File: config.mk
export PLATFORM = sky130hd
export DESIGN_NAME = pulse_frame_packer_flat
export DESIGN_NICKNAME = d
export VERILOG_FILES = /design/src/rtl/pulse_frame_packer_if.sv /design/src/rtl/pulse_frame_packer.sv /design/src/flat_wrapper.sv
export SDC_FILE = /design/constraint.sdc
export NUM_CORES = 1
export LEC_CHECK = 0
export ABC_AREA = 1
export CAP_MARGIN = 0
export CORE_AREA = 2 2 193 195
export CTS_CLUSTER_DIAMETER = 80
export DETAILED_ROUTE_END_ITERATION = 16
export DIE_AREA = 0 0 195 197
export HOLD_SLACK_MARGIN = 0.15
export PLACE_DENSITY_LB_ADDON = 0.25
export SLEW_MARGIN = 25
export SYNTH_ARGS = -nofsm -noshare
export SYNTH_HDL_FRONTEND = slang
export SYNTH_SLANG_ARGS = --single-unit
File: constraint.sdc
create_clock -name clk -period 5.8 [get_ports clk]
set_clock_uncertainty 0.05 [all_clocks]
set_input_delay 1.16 -clock clk [delete_from_list [all_inputs] [get_ports clk]]
set_output_delay 1.16 -clock clk [all_outputs]
set_load 0.02 [all_outputs]
File: src/rtl/pulse_frame_packer_if.sv
// Bundle of the packer's sample input, byte output stream and status.
// The producer/consumer side (trigger stage + UART) uses master; the packer uses slave.
interface pulse_frame_packer_if;
  localparam int unsigned PULSE_W = 14;
  localparam int unsigned BYTE_W  = 8;

  logic               sample_valid;
  logic               trigger_in;
  logic [PULSE_W-1:0] pulse_in;
  logic [BYTE_W-1:0]  tx_data;
  logic               tx_valid;
  logic               tx_ready;
  logic               busy;
  logic [BYTE_W-1:0]  dropped_count;

  modport master (
    output sample_valid, trigger_in, pulse_in, tx_ready,
    input  tx_data, tx_valid, busy, dropped_count
  );

  modport slave (
    input  sample_valid, trigger_in, pulse_in, tx_ready,
    output tx_data, tx_valid, busy, dropped_count
  );
endinterface

File: src/rtl/pulse_frame_packer.sv
// Captures a WINDOW-sample pulse on a trigger rising edge, tracks its peak and streams
// it as an A5 .. 5A byte frame; re-triggers during send/holdoff are counted as drops.
module pulse_frame_packer #(
  parameter int unsigned WINDOW  = 32,
  parameter int unsigned HOLDOFF = 16
) (
  input logic                 clk,
  input logic                 reset,
  pulse_frame_packer_if.slave bus
);
  localparam int unsigned PULSE_W    = 14;
  localparam int unsigned BYTE_W     = 8;
  localparam int unsigned IDX_W      = $clog2(WINDOW + 1);
  localparam int unsigned ADDR_W     = $clog2(WINDOW);
  localparam int unsigned NBYTES     = 4 + 2 * WINDOW;
  localparam int unsigned BYTE_IDX_W = $clog2(NBYTES);
  localparam int unsigned HOLD_W     = 8;

  typedef enum logic [1:0] {S_IDLE, S_CAPTURE, S_SEND, S_HOLDOFF} state_t;

  localparam logic [BYTE_IDX_W-1:0] LAST_BYTE = BYTE_IDX_W'(NBYTES - 1);

  state_t              state, state_n;
  logic                trig_prev, trig_prev_n;
  logic [IDX_W-1:0]    idx, idx_n;
  logic [PULSE_W-1:0]  peak, peak_n;
  logic [BYTE_IDX_W-1:0] byte_idx, byte_idx_n;
  logic [HOLD_W-1:0]   hold_cnt, hold_cnt_n;
  logic [BYTE_W-1:0]   tx_data_q, tx_data_n;
  logic                tx_valid_q, tx_valid_n;
  logic                busy_q, busy_n;
  logic [BYTE_W-1:0]   dropped_q, dropped_n;

  logic [PULSE_W-1:0]  mem [WINDOW];
  logic                wr_en;
  logic [ADDR_W-1:0]   wr_addr;
  logic [BYTE_IDX_W-1:0] body_off;
  logic [ADDR_W-1:0]   rd_addr;
  logic [PULSE_W-1:0]  rd_sample;
  logic [BYTE_W-1:0]   cur_byte;
  logic                rise;

  assign bus.tx_data       = tx_data_q;
  assign bus.tx_valid      = tx_valid_q;
  assign bus.busy          = busy_q;
  assign bus.dropped_count = dropped_q;

  assign rise = bus.sample_valid && bus.trigger_in && !trig_prev;

  // Body bytes start at frame offset 3; each sample yields a high byte then a low byte.
  assign body_off  = byte_idx - BYTE_IDX_W'(3);
  assign rd_addr   = ADDR_W'(body_off >> 1);
  assign rd_sample = mem[rd_addr];

  always_comb begin
    cur_byte = 8'h5A;
    if (byte_idx == '0)                       cur_byte = 8'hA5;
    else if (byte_idx == BYTE_IDX_W'(1))      cur_byte = {2'b00, peak[13:8]};
    else if (byte_idx == BYTE_IDX_W'(2))      cur_byte = peak[7:0];
    else if (byte_idx != LAST_BYTE)
      cur_byte = body_off[0] ? rd_sample[7:0] : {2'b00, rd_sample[13:8]};
  end

  always_comb begin
    state_n     = state;
    idx_n       = idx;
    peak_n      = peak;
    byte_idx_n  = byte_idx;
    hold_cnt_n  = hold_cnt;
    tx_data_n   = tx_data_q;
    tx_valid_n  = tx_valid_q;
    dropped_n   = dropped_q;
    wr_en       = 1'b0;
    wr_addr     = ADDR_W'(idx);
    trig_prev_n = bus.sample_valid ? bus.trigger_in : trig_prev;

    case (state)
      S_IDLE: begin
        if (rise) begin
          wr_en   = 1'b1;
          wr_addr = '0;
          peak_n  = bus.pulse_in;
          idx_n   = IDX_W'(1);
          state_n = S_CAPTURE;
        end
      end
      S_CAPTURE: begin
        if (bus.sample_valid) begin
          wr_en = 1'b1;
          if (bus.pulse_in > peak) peak_n = bus.pulse_in;
          idx_n = idx + IDX_W'(1);
          if (idx == IDX_W'(WINDOW - 1)) begin
            state_n    = S_SEND;
            byte_idx_n = '0;
          end
        end
      end
      S_SEND: begin
        if (rise && dropped_q != 8'hFF) dropped_n = dropped_q + 8'd1;
        // Present a byte after every idle cycle; hold it until accepted.
        if (!tx_valid_q) begin
          tx_valid_n = 1'b1;
          tx_data_n  = cur_byte;
        end else if (bus.tx_ready) begin
          tx_valid_n = 1'b0;
          if (byte_idx == LAST_BYTE) begin
            state_n    = (HOLDOFF == 0) ? S_IDLE : S_HOLDOFF;
            hold_cnt_n = '0;
          end else begin
            byte_idx_n = byte_idx + BYTE_IDX_W'(1);
          end
        end
      end
      S_HOLDOFF: begin
        if (rise && dropped_q != 8'hFF) dropped_n = dropped_q + 8'd1;
        if (bus.sample_valid) begin
          if (9'(hold_cnt) + 9'd1 == 9'(HOLDOFF)) state_n = S_IDLE;
          else hold_cnt_n = hold_cnt + HOLD_W'(1);
        end
      end
      default: state_n = S_IDLE;
    endcase

    busy_n = (state_n != S_IDLE);
  end

  always_ff @(posedge clk) begin
    if (reset) begin
      state      <= S_IDLE;
      trig_prev  <= 1'b0;
      idx        <= '0;
      peak       <= '0;
      byte_idx   <= '0;
      hold_cnt   <= '0;
      tx_data_q  <= '0;
      tx_valid_q <= 1'b0;
      busy_q     <= 1'b0;
      dropped_q  <= '0;
    end else begin
      state      <= state_n;
      trig_prev  <= trig_prev_n;
      idx        <= idx_n;
      peak       <= peak_n;
      byte_idx   <= byte_idx_n;
      hold_cnt   <= hold_cnt_n;
      tx_data_q  <= tx_data_n;
      tx_valid_q <= tx_valid_n;
      busy_q     <= busy_n;
      dropped_q  <= dropped_n;
    end
  end

  // Sample buffer carries no reset; it is always rewritten before being read.
  always_ff @(posedge clk) begin
    if (wr_en) mem[wr_addr] <= bus.pulse_in;
  end
endmodule
File: src/flat_wrapper.sv
// flat-port wrapper written by rule: the top's interface ports become plain ports
module pulse_frame_packer_flat 
#(
  parameter int unsigned WINDOW  = 32,
  parameter int unsigned HOLDOFF = 16
)
  (clk, reset, bus_sample_valid, bus_trigger_in, bus_pulse_in, bus_tx_ready, bus_tx_data, bus_tx_valid, bus_busy, bus_dropped_count);
  pulse_frame_packer_if bus_i ();
  input logic clk;
  input logic reset;
  input wire logic [$bits(bus_i.sample_valid)-1:0] bus_sample_valid;
  input wire logic [$bits(bus_i.trigger_in)-1:0] bus_trigger_in;
  input wire logic [$bits(bus_i.pulse_in)-1:0] bus_pulse_in;
  input wire logic [$bits(bus_i.tx_ready)-1:0] bus_tx_ready;
  output wire logic [$bits(bus_i.tx_data)-1:0] bus_tx_data;
  output wire logic [$bits(bus_i.tx_valid)-1:0] bus_tx_valid;
  output wire logic [$bits(bus_i.busy)-1:0] bus_busy;
  output wire logic [$bits(bus_i.dropped_count)-1:0] bus_dropped_count;
  assign bus_i.sample_valid = bus_sample_valid;
  assign bus_i.trigger_in = bus_trigger_in;
  assign bus_i.pulse_in = bus_pulse_in;
  assign bus_i.tx_ready = bus_tx_ready;
  assign bus_tx_data = bus_i.tx_data;
  assign bus_tx_valid = bus_i.tx_valid;
  assign bus_busy = bus_i.busy;
  assign bus_dropped_count = bus_i.dropped_count;
  pulse_frame_packer #(.WINDOW(WINDOW), .HOLDOFF(HOLDOFF)) u_core (.clk(clk), .reset(reset), .bus(bus_i));
endmodule
# == After elaboration in Yosys (flattened, before gate mapping) ==
# Memory sizes are Yosys's and may differ from the RTL's.
# Cells that the tools add are included.
# totals
register_bits,56
mem_bits_rw,448
input_bits,19
wordCells,98
memories,1
# memory_table
memory,words,width,rd,rd_ports_with_merged_regs,write_ports,line_no,rtl
u_core.mem,32,14,1,0,1,pulse_frame_packer.sv:34,logic [PULSE_W-1:0] mem [WINDOW];
# classes
addsub,6
n_lt_le_gt_ge,1
eq_ne,20
muxes,42
bitwise,1
n_reduce_logical,17
# op_table
operator,count
$mux W8,10
$mux W14,3
$mux W7,5
$pmux W14 S2,1
$add A8 B1 Y8 const B,2
$mux W2,8
$pmux W8 S2,1
$gt A14 B14 Y1,1
$pmux W7 S2,1
$mux W6,2
$pmux W6 S2,1
$reduce_and A6 Y1,2
$mux W5,2
$ne A2 B1 Y1 const B,5
$ne A2 B2 Y1 const B,5
$add A8 B1 Y9 const B,1
$eq A9 B5 Y1 const B,1
$ne A8 B8 Y1 const B,1
$pmux W2 S4,1
$reduce_bool A2 Y1,4
$add A7 B1 Y7 const B,1
$eq A7 B1 Y1 const B,1
$eq A7 B2 Y1 const B,1
$eq A7 B7 Y1 const B,1
17 further kinds,26

# == Longest topological paths before layout ==
# Gate-level depths: netlist (run 1).
# An unclocked memory read counts as a cell.
# depth
word_depth,7
mapped_depth,17
mapped_depth_nobuf,13

# == Worst setup path after synthesis (run 1) ==
# Ideal clock, no wire load.
# synth_path
path_type,input -> register
startpoint,in bus_sample_valid
endpoint,mem u_core.mem[20][0] (enable)
arrival_time_ns,2.471
setup_slack_ns,2.895
path_stages,7
path_cell_list,nand2_1 > nor2_1 > nand2_1 > inv_1 > nor3_1 > nand2_1 > nor2_1
# synth_between
elab_chain_cells,6
elab_cells_between_ends,9
cone_classes,7 x mux; 2 x reduce/logical
# synth_rtl
element,line_no,rtl
"start, declared",flat_wrapper.sv:11,input wire logic [$bits(bus_i.sample_valid)-1:0] bus_sample_valid;
$logic_and A1 B1 Y1 (2 in a row),pulse_frame_packer.sv:48,assign rise = bus.sample_valid && bus.trigger_in && !trig_prev;
$mux W1,pulse_frame_packer.sv:79,if (rise) begin
$pmux W1 S2,pulse_frame_packer.sv:77,case (state)
$mux W1,pulse_frame_packer.sv:155,if (wr_en) mem[wr_addr] <= bus.pulse_in;
$mux W1 (implied by the code),pulse_frame_packer.sv:155,
"end, declared",pulse_frame_packer.sv:34,
# Several ways; a longest one is shown, not always the timed one.

# == Final worst setup path (run 1) ==
# layout_path
startpoint,reg u_core.byte_idx[0]
endpoint,reg u_core.tx_data_q[6] (netlist: u_core.bus.tx_data[6])
# layout_between
elab_chain_cells,7
elab_cells_between_ends,11
cone_classes,1 x add/sub; 3 x eq/ne; 5 x mux; 1 x reduce/logical; 1 x memory
# layout_rtl
element,line_no,rtl
"start, declared",pulse_frame_packer.sv:27,"logic [BYTE_IDX_W-1:0] byte_idx, byte_idx_n;"
"start signal, assigned",pulse_frame_packer.sv:144,byte_idx <= byte_idx_n;
$sub A6 B2 Y6,pulse_frame_packer.sv:51,assign body_off = byte_idx - BYTE_IDX_W'(3);
$mem_v2 Z32 W14,-,
$mux W8,pulse_frame_packer.sv:61,"cur_byte = body_off[0] ? rd_sample[7:0] : {2'b00, rd_sample[13:8]};"
$mux W8,pulse_frame_packer.sv:60,else if (byte_idx != LAST_BYTE)
$mux W8,pulse_frame_packer.sv:59,else if (byte_idx == BYTE_IDX_W'(2)) cur_byte = peak[7:0];
$mux W8,pulse_frame_packer.sv:58,"else if (byte_idx == BYTE_IDX_W'(1)) cur_byte = {2'b00, peak[13:8]};"
$mux W8 *,pulse_frame_packer.sv:57,if (byte_idx == '0) cur_byte = 8'hA5;
"end signal, assigned",pulse_frame_packer.sv:146,tx_data_q <= tx_data_n;
"end, declared",pulse_frame_packer.sv:29,"logic [BYTE_W-1:0] tx_data_q, tx_data_n;"
# Mark *: on every way between the ends. The rest lies on a longest branch, timed or not.
# A chain may end at the register's enable or synchronous reset.

==> results of run 1 <==
==> kinds of logic after synthesis <==
kind of cell | synth area share, %
flip-flops | 67.8
AND/OR/NAND/NOR | 21.1
adder cells (fa/ha/maj) | 1.22
buffers and inverters | 3.85
AO/OA/AOI/OAI | 5.43
XOR/XNOR | 0.570
==> placed cells by master, fill, tap and decap left out, types with 2 or more instances in the layout <==
cell type / count
o221ai_1: 3
edfxtp_1: 448
nand2_4: 3
buf_4: 26
nand3_2: 2
nor3b_1: 4
o211ai_1: 3
clkdlybuf4s50_1: 36
nor3_1: 12
ha_1: 20
nand2_2: 5
nand2_1: 483
o21ai_1: 14
nor4_1: 3
dfxtp_1: 56
buf_12: 4
xor2_1: 4
and3_1: 2
inv_2: 3
o21ai_0: 144
a211oi_1: 2
nor2_2: 26
clkbuf_16: 53
a21oi_1: 50
inv_1: 68
a22oi_1: 4
clkinv_1: 8
xor2_4: 2
a221oi_1: 2
xor2_2: 2
nor2_1: 298
nand4_1: 16
bufinv_16: 5
clkinv_2: 6
clkinvlp_4: 2
nor2_4: 2
clkbuf_1: 16
nand3_1: 228
nor3_2: 2
==> sequential cells by signal, summed over array words and instances, names as in the netlist <==
name and cells:
u_core.mem 448, u_core.bus.busy 1, u_core.peak 14, u_core.state 2, u_core.bus.tx_valid 1, u_core.trig_prev 1, u_core.idx 6, u_core.byte_idx 7
u_core.hold_cnt 8, u_core.bus.dropped_count 8, u_core.bus.tx_data 8
==> per-layer routing <==
layer | vias to the layer above | share of wire (%) | track usage (%)
li1 | 7004 | - | -
met1 | 7225 | 40 | 39.9
met2 | 774 | 47 | 45.9
met3 | 135 | 9.2 | 4.60
met4 | 0 | 4.0 | 12.7
met5 | - | 0 | 0
==> power groups by stage <==
stage          combinational (mW)  sequential (mW)  clock (mW)
2_1_floorplan              0.0660             4.05           0
3_3_place_gp                0.172             4.05           0
3_5_place_dp                0.177             4.05           0
4_1_cts                     0.178             3.98        3.26
5_1_grt                     0.196             3.98        3.40
6_report                    0.181             3.98        3.23
==> how the worst max path moves through the flow <==
stage,from,to,slack [ns],depth (start not counted)
6_report,u_core.byte_idx[0],u_core.bus.tx_data[6],1.93,14
3_3_place_gp,bus_sample_valid,u_core.mem[20][8],1.76,8
5_1_grt,u_core.byte_idx[0],u_core.bus.tx_data[6],1.73,13
4_1_cts,u_core.byte_idx[0],u_core.bus.tx_data[3],2.04,14
2_1_floorplan,bus_sample_valid,u_core.mem[20][0],2.89,7
3_5_place_dp,bus_sample_valid,u_core.mem[22][0],1.61,8
==> critical path, delay by kind of cell (launching register included) <==
| kind | cells | cell delay (ns) |
|---|---|---|
| compound gates | 2 | 0.37 |
| buf+inv | 3 | 1.26 |
| simple gates | 8 | 0.81 |
| fa+ha+maj | 1 | 0.48 |
| flops | 1 | 0.65 |
==> stage by stage <==
stage               utilization [%]  std cells  instance area, um^2
floorplan                         -       2021                21500
global placement               61.3       2453                22200
detailed placement             61.3       2453                22200
CTS                            65.8       2544                23900
global route                   65.9       2544                23900
finish                         65.9       2544                23900
==> final cells by class <==
class	count	share of cell area [%]
Clock inverter	22	1.03
Multi-Input combinational cell	1341	25.8
Clock buffer	69	5.80
Tap cell	468	2.45
Inverter	74	1.19
Sequential cell	504	61.0
Timing Repair Buffer	66	2.66
==> flow_metrics.py, run 1 <==
metrics = {
    "status": {
        "status": "complete, no violations",
    },
    "finish": {
        "nets": 2078,
        "num_antenna_cells": 0,
        "multi_input_area_um2": 6170,
        "nFillCells": 2729,
        "drive_gt1_share_pct": 7.23,
        "area_delta_synth_final_pct": 11.1,
        "seqCellArea_um2": 14600,
    },
    "power": {
        "power_density_nw_per_um2": 310,
        "ir_worst_vdd_mv": 0.309,
        "combPwrFrac_pct": 2.5,
        "p_total_mw": 7.39,
        "p_int_mw": 5.91,
        "leakage_nw": 8.72,
        "switchingPower_mw": 1.49,
        "power_frac_clock_pct": 43.8,
        "switching_share_pct": 20.1,
        "p_seq_share_pct": 53.8,
    },
    "floorplanning": {
        "dieWidth_um": 195,
        "fp.dieArea_um2": 38400,
        "core_area_um2": 36300,
        "pin_count": 37,
        "row_count": 70,
        "die_h_um": 197,
        "initial_core_util_pct": 59.3,
    },
    "timing": {
        "tns_ns": 0,
        "final_hold_viol_count": 0,
        "relSlewSlack_pct": 33.5,
        "tightest_slew_ns": 0.994,
        "hold_ws_ns": 0.424,
        "finalSetupViolations": 0,
        "final.period_utilization_pct": 66.7,
        "fin_crit_ns": 3.87,
        "rsz0062_at_grt": "false",
        "slew_viol_final": 0,
        "fmaxAchievable_mhz": 259,
        "setup_ws_ns": 1.93,
    },
    "global_routing": {
        "grt_max_degree": 113,
        "grt_pass1_vias": 14539,
        "grt_overflow": 0,
        "antenna_found_initial": 0,
        "grt_usage_pct": 28.9,
        "grt_pass1_wl_um": 83700,
    },
    "critical_path": {
        "r2r-end": "u_core.bus.tx_data[6]",
        "crit_arrival_ns": 4.32,
        "criticalPathCategory": "reg -> reg",
        "r2r_cells": 14,
        "start_kind": "flop",
        "cp_cell_sequence": "inv_2 > ha_4 > inv_6 > buf_12 > nor2_1 > o21ai_0 > nand3_1 > nand3_1 > nand2_1 > nand2_1 > nand3_1 > nand2_1 > nand2_1 > a21oi_1",
        "path_max_fanout": 87,
        "endpoint_kind": "flop",
        "rrSetupSlack_ns": 1.93,
        "r2r_start": "u_core.byte_idx[0]",
        "path_common_cell": "nand2_1",
        "crit_slowest_cell": "dfxtp_1",
        "slowest_delay_ns": 0.65,
        "worstPathRequired_ns": 6.25,
    },
    "worst_hold_path": {
        "min_path_type": "reg -> reg",
        "hold_depth": 2,
        "worstHoldStart": "u_core.peak[5]",
        "holdPathEnd": "u_core.peak[5]",
    },
    "logic_synthesis": {
        "postSynthCellCount": 2021,
        "synthTopCellsByArea": "edfxtp_1 (63%), nand2_1 (8.5%), nor2_1 (5.6%)",
        "ys_types": 42,
        "synth_top_cell_by_area": "edfxtp_1",
        "yosys_warnings": 0,
        "synthFlopType": "edfxtp_1",
        "synth_edf_count": 448,
        "syn_area_um2": 21500,
        "ys_top_cells_by_count": "nand2_1 (485), edfxtp_1 (448), nor2_1 (319)",
        "yosysTopAreaCellShare_pct": 62.6,
        "synth-seq-cells": 504,
        "avgSynthCellArea_um2": 10.6,
        "synth_seq_area_share_pct": 67.8,
        "synth.most_common_cell": "nand2_1",
        "async_flop_share_pct": 0,
        "synth_nets": 2061,
    },
    "clock_network": {
        "cts_tree": "built",
        "ctsResizeCount": 0,
        "holdBufCountCts": 0,
        "cts_max_level": 2,
        "clk_path_buf_depth": 3,
        "cts-root-buf": "clkbuf_16",
        "clock-sinks": 504,
        "clock_latency_ns": 0.59,
        "clk_pin_slew_ns": 0.06,
        "numCtsBuffers": 51,
        "cts_setup_buffers": 0,
    },
    "job": {
        "maxCapViolCount": 0,
    },
    "routing": {
        "vias_per_cell": 5.95,
        "via_count": 15138,
        "drc_errors": 0,
        "ant_nets": 0,
        "wire_per_inst_um": 21.5,
        "firstDrtPassIters": 8,
        "drt_iter0_drc": 1790,
        "routed_wl_um": 54700,
    },
    "placement": {
        "place_ws_ns": 1.61,
        "io_buffers": 36,
        "globalplace.congestion": 0.912,
        "hpwl_um": 31700,
    },
}
Power figures use the tool's default switching activity.
==> run 2: changes to the inputs <==
==> constraint.sdc (replaced) <==
create_clock -name clk -period 3.9 [get_ports clk]
set_clock_uncertainty 0.05 [all_clocks]
set_input_delay 0.78 -clock clk [delete_from_list [all_inputs] [get_ports clk]]
set_output_delay 0.78 -clock clk [all_outputs]
set_load 0.02 [all_outputs]
==> run 2 against run 1 <==
Against the previous run:
- wire length up 2.7%
- cell count up 1.2%
- core utilization rose by 0.20 points
- global-route usage grew 0.69 points
- highest routed layer unchanged
- register-to-register slack lost 1.0 ns
- via count increased by 0.83%
- first-iteration DRC count increased by 2.1%
==> flow_metrics.py, run 2 (synthesis results as in run 1) <==
metrics = {
    "floorplanning": {
        "initial_core_util_pct": 59.3,
        "row_count": 70,
        "fp.dieArea_um2": 38400,
        "pin_count": 37,
        "dieWidth_um": 195,
        "die_h_um": 197,
        "core_area_um2": 36300,
    },
    "worst_hold_path": {
        "min_path_type": "reg -> reg",
    },
    "critical_path": {
        "cp_cell_sequence": "ha_1 > inv_1 > nand2_1 > nand2_4 > buf_12 > o21ai_0 > nand3_1 > nand3_1 > nand3_1 > nand3_1 > nand3_1 > a21oi_1",
        "worstPathRequired_ns": 4.32,
        "crit_buf_inv": 2,
        "path_max_fanout": 72,
        "crit_family": "simple AND/OR/NAND/NOR gates",
        "crit_slowest_cell": "nand2_4",
        "start_kind": "flop",
        "path_common_cell": "nand3_1",
        "crit_arrival_ns": 3.39,
        "endpoint_kind": "flop",
        "slowest_delay_ns": 0.45,
        "criticalPathCategory": "reg -> reg",
    },
    "finish": {
        "largest_reg_flops": 448,
        "nets": 2109,
        "num_antenna_cells": 0,
        "area_delta_synth_final_pct": 11.5,
        "reg_top3": "u_core.mem x448, u_core.peak x14",
        "final_cell_mix": "nand2_1 (483), edfxtp_1 (448), nor2_1 (319)",
        "finalCoreUtilization_pct": 66.1,
        "top_register": "u_core.mem",
        "drive_gt1_share_pct": 7.50,
        "layout_commonest_cell": "nand2_1",
    },
    "timing": {
        "rsz0062_at_grt": "false",
        "fmaxAchievable_mhz": 337,
        "finalSetupViolations": 0,
        "fin_crit_ns": 2.97,
        "slew_viol_final": 0,
        "tightest_slew_ns": 0.967,
        "final_hold_viol_count": 0,
        "relSlewSlack_pct": 35.4,
        "final.period_utilization_pct": 76.1,
        "tns_ns": 0,
    },
    "power": {
        "ir_worst_vdd_mv": 0.376,
        "power_density_nw_per_um2": 443,
        "leakage_nw": 8.84,
        "p_total_mw": 10.6,
    },
    "routing": {
        "routed_wl_um": 56200,
        "wire_per_inst_um": 21.8,
        "drt_iter0_drc": 1827,
        "via_count": 15264,
        "firstDrtPassIters": 5,
        "vias_per_cell": 5.93,
        "drc_errors": 0,
        "ant_nets": 0,
    },
    "job": {
        "maxCapViolCount": 0,
    },
    "status": {
        "status": "complete, no violations",
    },
    "clock_network": {
        "numCtsBuffers": 49,
        "clk_path_buf_depth": 3,
        "clock-sinks": 504,
        "clock_latency_ns": 0.59,
        "holdBufCountCts": 0,
        "ctsResizeCount": 0,
        "clk_pin_slew_ns": 0.06,
        "cts_setup_buffers": 0,
        "cts_tree": "built",
        "cts-root-buf": "clkbuf_16",
        "cts_max_level": 2,
    },
    "global_routing": {
        "antenna_found_initial": 0,
        "grt_pass1_vias": 14455,
        "grt_usage_pct": 29.6,
        "grt_pass1_wl_um": 84800,
        "grt_max_degree": 134,
        "grt_overflow": 0,
    },
    "placement": {
        "globalplace.congestion": 0.969,
        "hpwl_um": 34300,
        "io_buffers": 36,
    },
}
## run 2: cell count changes in the layout (fill, tap and decap cells not counted), sizes merged
cell / previous run / this run
clkbuf: 69 / 67
clkinv: 16 / 20
clkinvlp: 2 / 0
bufinv: 5 / 1
inv: 73 / 74
buf: 30 / 63
## run 2: path summary, 6_finish.rpt
check / cells after the start / slack (ns) / end / from
worst max-delay path: 12 / 0.93 / u_core.bus.tx_data[0] / u_core.byte_idx[1]
worst min-delay path: 2 / 0.44 / u_core.trig_prev / u_core.trig_prev
worst max register to register: 12 / 0.93 / u_core.bus.tx_data[0] / u_core.byte_idx[1]
worst min register to register: 2 / 0.44 / u_core.trig_prev / u_core.trig_prev
## run 2: stage by stage
stage	std cells	hold WS (ns)	setup slack, ns	instance area [um^2]
finish	2574	0.438	0.932	24000
floorplan	2021	0.397	1.37	21500
detailed placement	2486	0.428	0.665	22500
global route	2574	0.481	0.753	24000
CTS	2574	0.436	1.01	24000
global placement	2486	0.417	0.654	22500
## run 2: worst register-to-register path, cell delays in order (launching register included)
cell and delay, ns:
dfxtp_1 0.38, ha_1 0.29, inv_1 0.16, nand2_1 0.12, nand2_4 0.45, buf_12 0.38, o21ai_0 0.19, nand3_1 0.17
nand3_1 0.18, nand3_1 0.21, nand3_1 0.10, nand3_1 0.11, a21oi_1 0.07
## run 2: per-layer routing
| layer | global-route usage, % | wire length, um | part of all wire, % |
|---|---|---|---|
| met2 | 48.4 | 26800 | 48 |
| met3 | 4.52 | 5210 | 9.3 |
| met1 | 40.7 | 22300 | 40 |
| met5 | 0 | 0 | 0 |
| met4 | 10.8 | 1860 | 3.3 |
## run 2: final cells by class
| type | instances | area (um^2) |
|---|---|---|
| Clock inverter | 21 | 120 |
| Timing Repair Buffer | 99 | 908 |
| Multi-Input combinational cell | 1341 | 6120 |
| Fill cell | 2738 | 12300 |
| Sequential cell | 504 | 14600 |
| Inverter | 74 | 285 |
| Tap cell | 468 | 586 |
| Clock buffer | 67 | 1370 |
## run 2: report_power, final
group,total [mW],switching (mW),internal (mW)
Sequential,5.92,0.0174,5.90
Clock,4.43,1.92,2.50
Combinational,0.279,0.212,0.0664
Total,10.6,2.15,8.47
==> run 3: changes to the inputs <==
==> constraint.sdc (replaced) <==
create_clock -name clk -period 3.1 [get_ports clk]
set_clock_uncertainty 0.05 [all_clocks]
set_input_delay 0.62 -clock clk [delete_from_list [all_inputs] [get_ports clk]]
set_output_delay 0.62 -clock clk [all_outputs]
set_load 0.02 [all_outputs]
==> run 3 against run 2 <==
Against the previous run:
- power up 28%
- non-clock buffer count up 23
- critical path depth unchanged
- worst hold slack worse by 0.0073 ns
- sequential share of layout area down 0.91 points
- fmax up 3.3%
- setup slack worse by 0.71 ns
- register-to-register slack worse by 0.71 ns
- sequential cell count unchanged
- critical path type unchanged
- largest cell class unchanged
- largest power group unchanged
==> flow_metrics.py, run 3 (synthesis results as in run 1) <==
metrics = {
    "finish": {
        "area_delta_synth_final_pct": 13.2,
        "finalCoreUtilization_pct": 67.1,
        "drive_gt1_share_pct": 8.58,
        "final_cells": 2601,
        "largest_reg_flops": 448,
        "final_cell_mix": "nand2_1 (483), edfxtp_1 (448), nor2_1 (319)",
        "nFillCells": 2744,
        "fin_area_um2": 24300,
        "top_register": "u_core.mem",
        "nets": 2133,
        "layout_commonest_cell": "nand2_1",
        "num_antenna_cells": 0,
        "reg_top3": "u_core.mem x448, u_core.peak x14",
    },
    "global_routing": {
        "grt_overflow": 0,
        "antenna_found_initial": 1,
        "grt_pass1_wl_um": 87500,
        "grt_usage_pct": 30.6,
        "grt_pass1_vias": 14759,
        "grt_max_degree": 57,
    },
    "timing": {
        "tns_ns": 0,
        "rsz0062_at_grt": "false",
        "relSlewSlack_pct": 42.6,
        "tightest_slew_ns": 0.860,
        "finalSetupViolations": 0,
        "hold_ws_ns": 0.431,
        "fmaxAchievable_mhz": 348,
        "final_hold_viol_count": 0,
        "setup_ws_ns": 0.226,
        "slew_viol_final": 0,
        "fin_crit_ns": 2.87,
        "final.period_utilization_pct": 92.7,
    },
    "placement": {
        "dp.cells": 2509,
        "placed_area_um2": 22800,
        "hpwl_um": 34500,
        "place_ws_ns": -0.0416,
        "globalplace.congestion": 0.892,
        "io_buffers": 36,
    },
    "floorplanning": {
        "fp.dieArea_um2": 38400,
        "row_count": 70,
        "core_area_um2": 36300,
        "dieWidth_um": 195,
        "initial_core_util_pct": 59.3,
        "die_h_um": 197,
        "pin_count": 37,
    },
    "critical_path": {
        "slowest_delay_ns": 0.46,
        "rrSetupSlack_ns": 0.23,
        "cp_cell_sequence": "inv_2 > ha_4 > inv_6 > buf_4 > nor2_1 > o21ai_0 > nand3_1 > nand3_1 > nand3_1 > nand3_1 > nand3_1 > a21oi_1",
        "path_common_cell": "nand3_1",
        "worstPathRequired_ns": 3.58,
        "crit_buf_inv": 3,
        "endpoint_kind": "flop",
        "path_max_fanout": 32,
        "crit_family": "buffers and inverters",
        "criticalPathCategory": "reg -> reg",
        "crit_arrival_ns": 3.36,
        "start_kind": "flop",
        "crit_slowest_cell": "dfxtp_1",
    },
    "power": {
        "leakage_nw": 9.02,
        "ir_worst_vdd_mv": 0.475,
        "power_density_nw_per_um2": 559,
        "p_total_mw": 13.6,
    },
    "clock_network": {
        "cts_max_level": 2,
        "clock_latency_ns": 0.61,
        "cts-root-buf": "clkbuf_16",
        "clk_pin_slew_ns": 0.06,
        "holdBufCountCts": 0,
        "clock-sinks": 504,
        "cts_tree": "built",
        "numCtsBuffers": 50,
        "clk_path_buf_depth": 3,
        "ctsResizeCount": 0,
        "cts_setup_buffers": 0,
    },
    "routing": {
        "routed_wl_um": 57800,
        "wire_per_inst_um": 22.2,
        "via_count": 15531,
        "ant_nets": 0,
        "drt_iter0_drc": 1861,
        "firstDrtPassIters": 6,
        "drc_errors": 0,
        "vias_per_cell": 5.97,
    },
    "worst_hold_path": {
        "min_path_type": "reg -> reg",
    },
    "job": {
        "maxCapViolCount": 0,
    },
    "status": {
        "status": "complete, no violations",
    },
}
[run 3: layout make-up]
| class | instances | area (um^2) | area share (%) |
|---|---|---|---|
| clock buffers | 66 | 1340 | 5.52 |
| clock inverters | 26 | 196 | 0.808 |
| inverters | 74 | 285 | 1.17 |
| multi-input cells | 1341 | 6120 | 25.2 |
| flip-flops and latches | 504 | 14600 | 59.9 |
| well taps | 468 | 586 | 2.41 |
| repair buffers | 122 | 1220 | 5.01 |
[run 3: worst paths after layout]
| path | startpoint | end | cells after the start |
|---|---|---|---|
| hold reg to reg | u_core.bus.tx_data[6] | u_core.bus.tx_data[6] | 2 |
| setup / recovery | u_core.byte_idx[0] | u_core.bus.tx_data[0] | 12 |
| setup reg to reg | u_core.byte_idx[0] | u_core.bus.tx_data[0] | 12 |
| hold / removal | u_core.bus.tx_data[6] | u_core.bus.tx_data[6] | 2 |
[run 3: worst min-delay path: cells and delay by family (launching register included)]
family	cells	cell delay, ns
DFF	1	0.31
and+or+nand+nor	1	0.06
AOI/OAI and AO/OA	1	0.06
[run 3: power breakdown]
part,switching (mW),internal [mW]
logic,0.267,0.0873
clock network,2.57,3.22
registers,0.0178,7.42
[run 3: routing by layer]
metal	part of all wire (%)	global-route usage (%)
met3	11	6.21
met2	46	47.8
met1	39	42.2
met4	4.0	13.1
met5	0	0
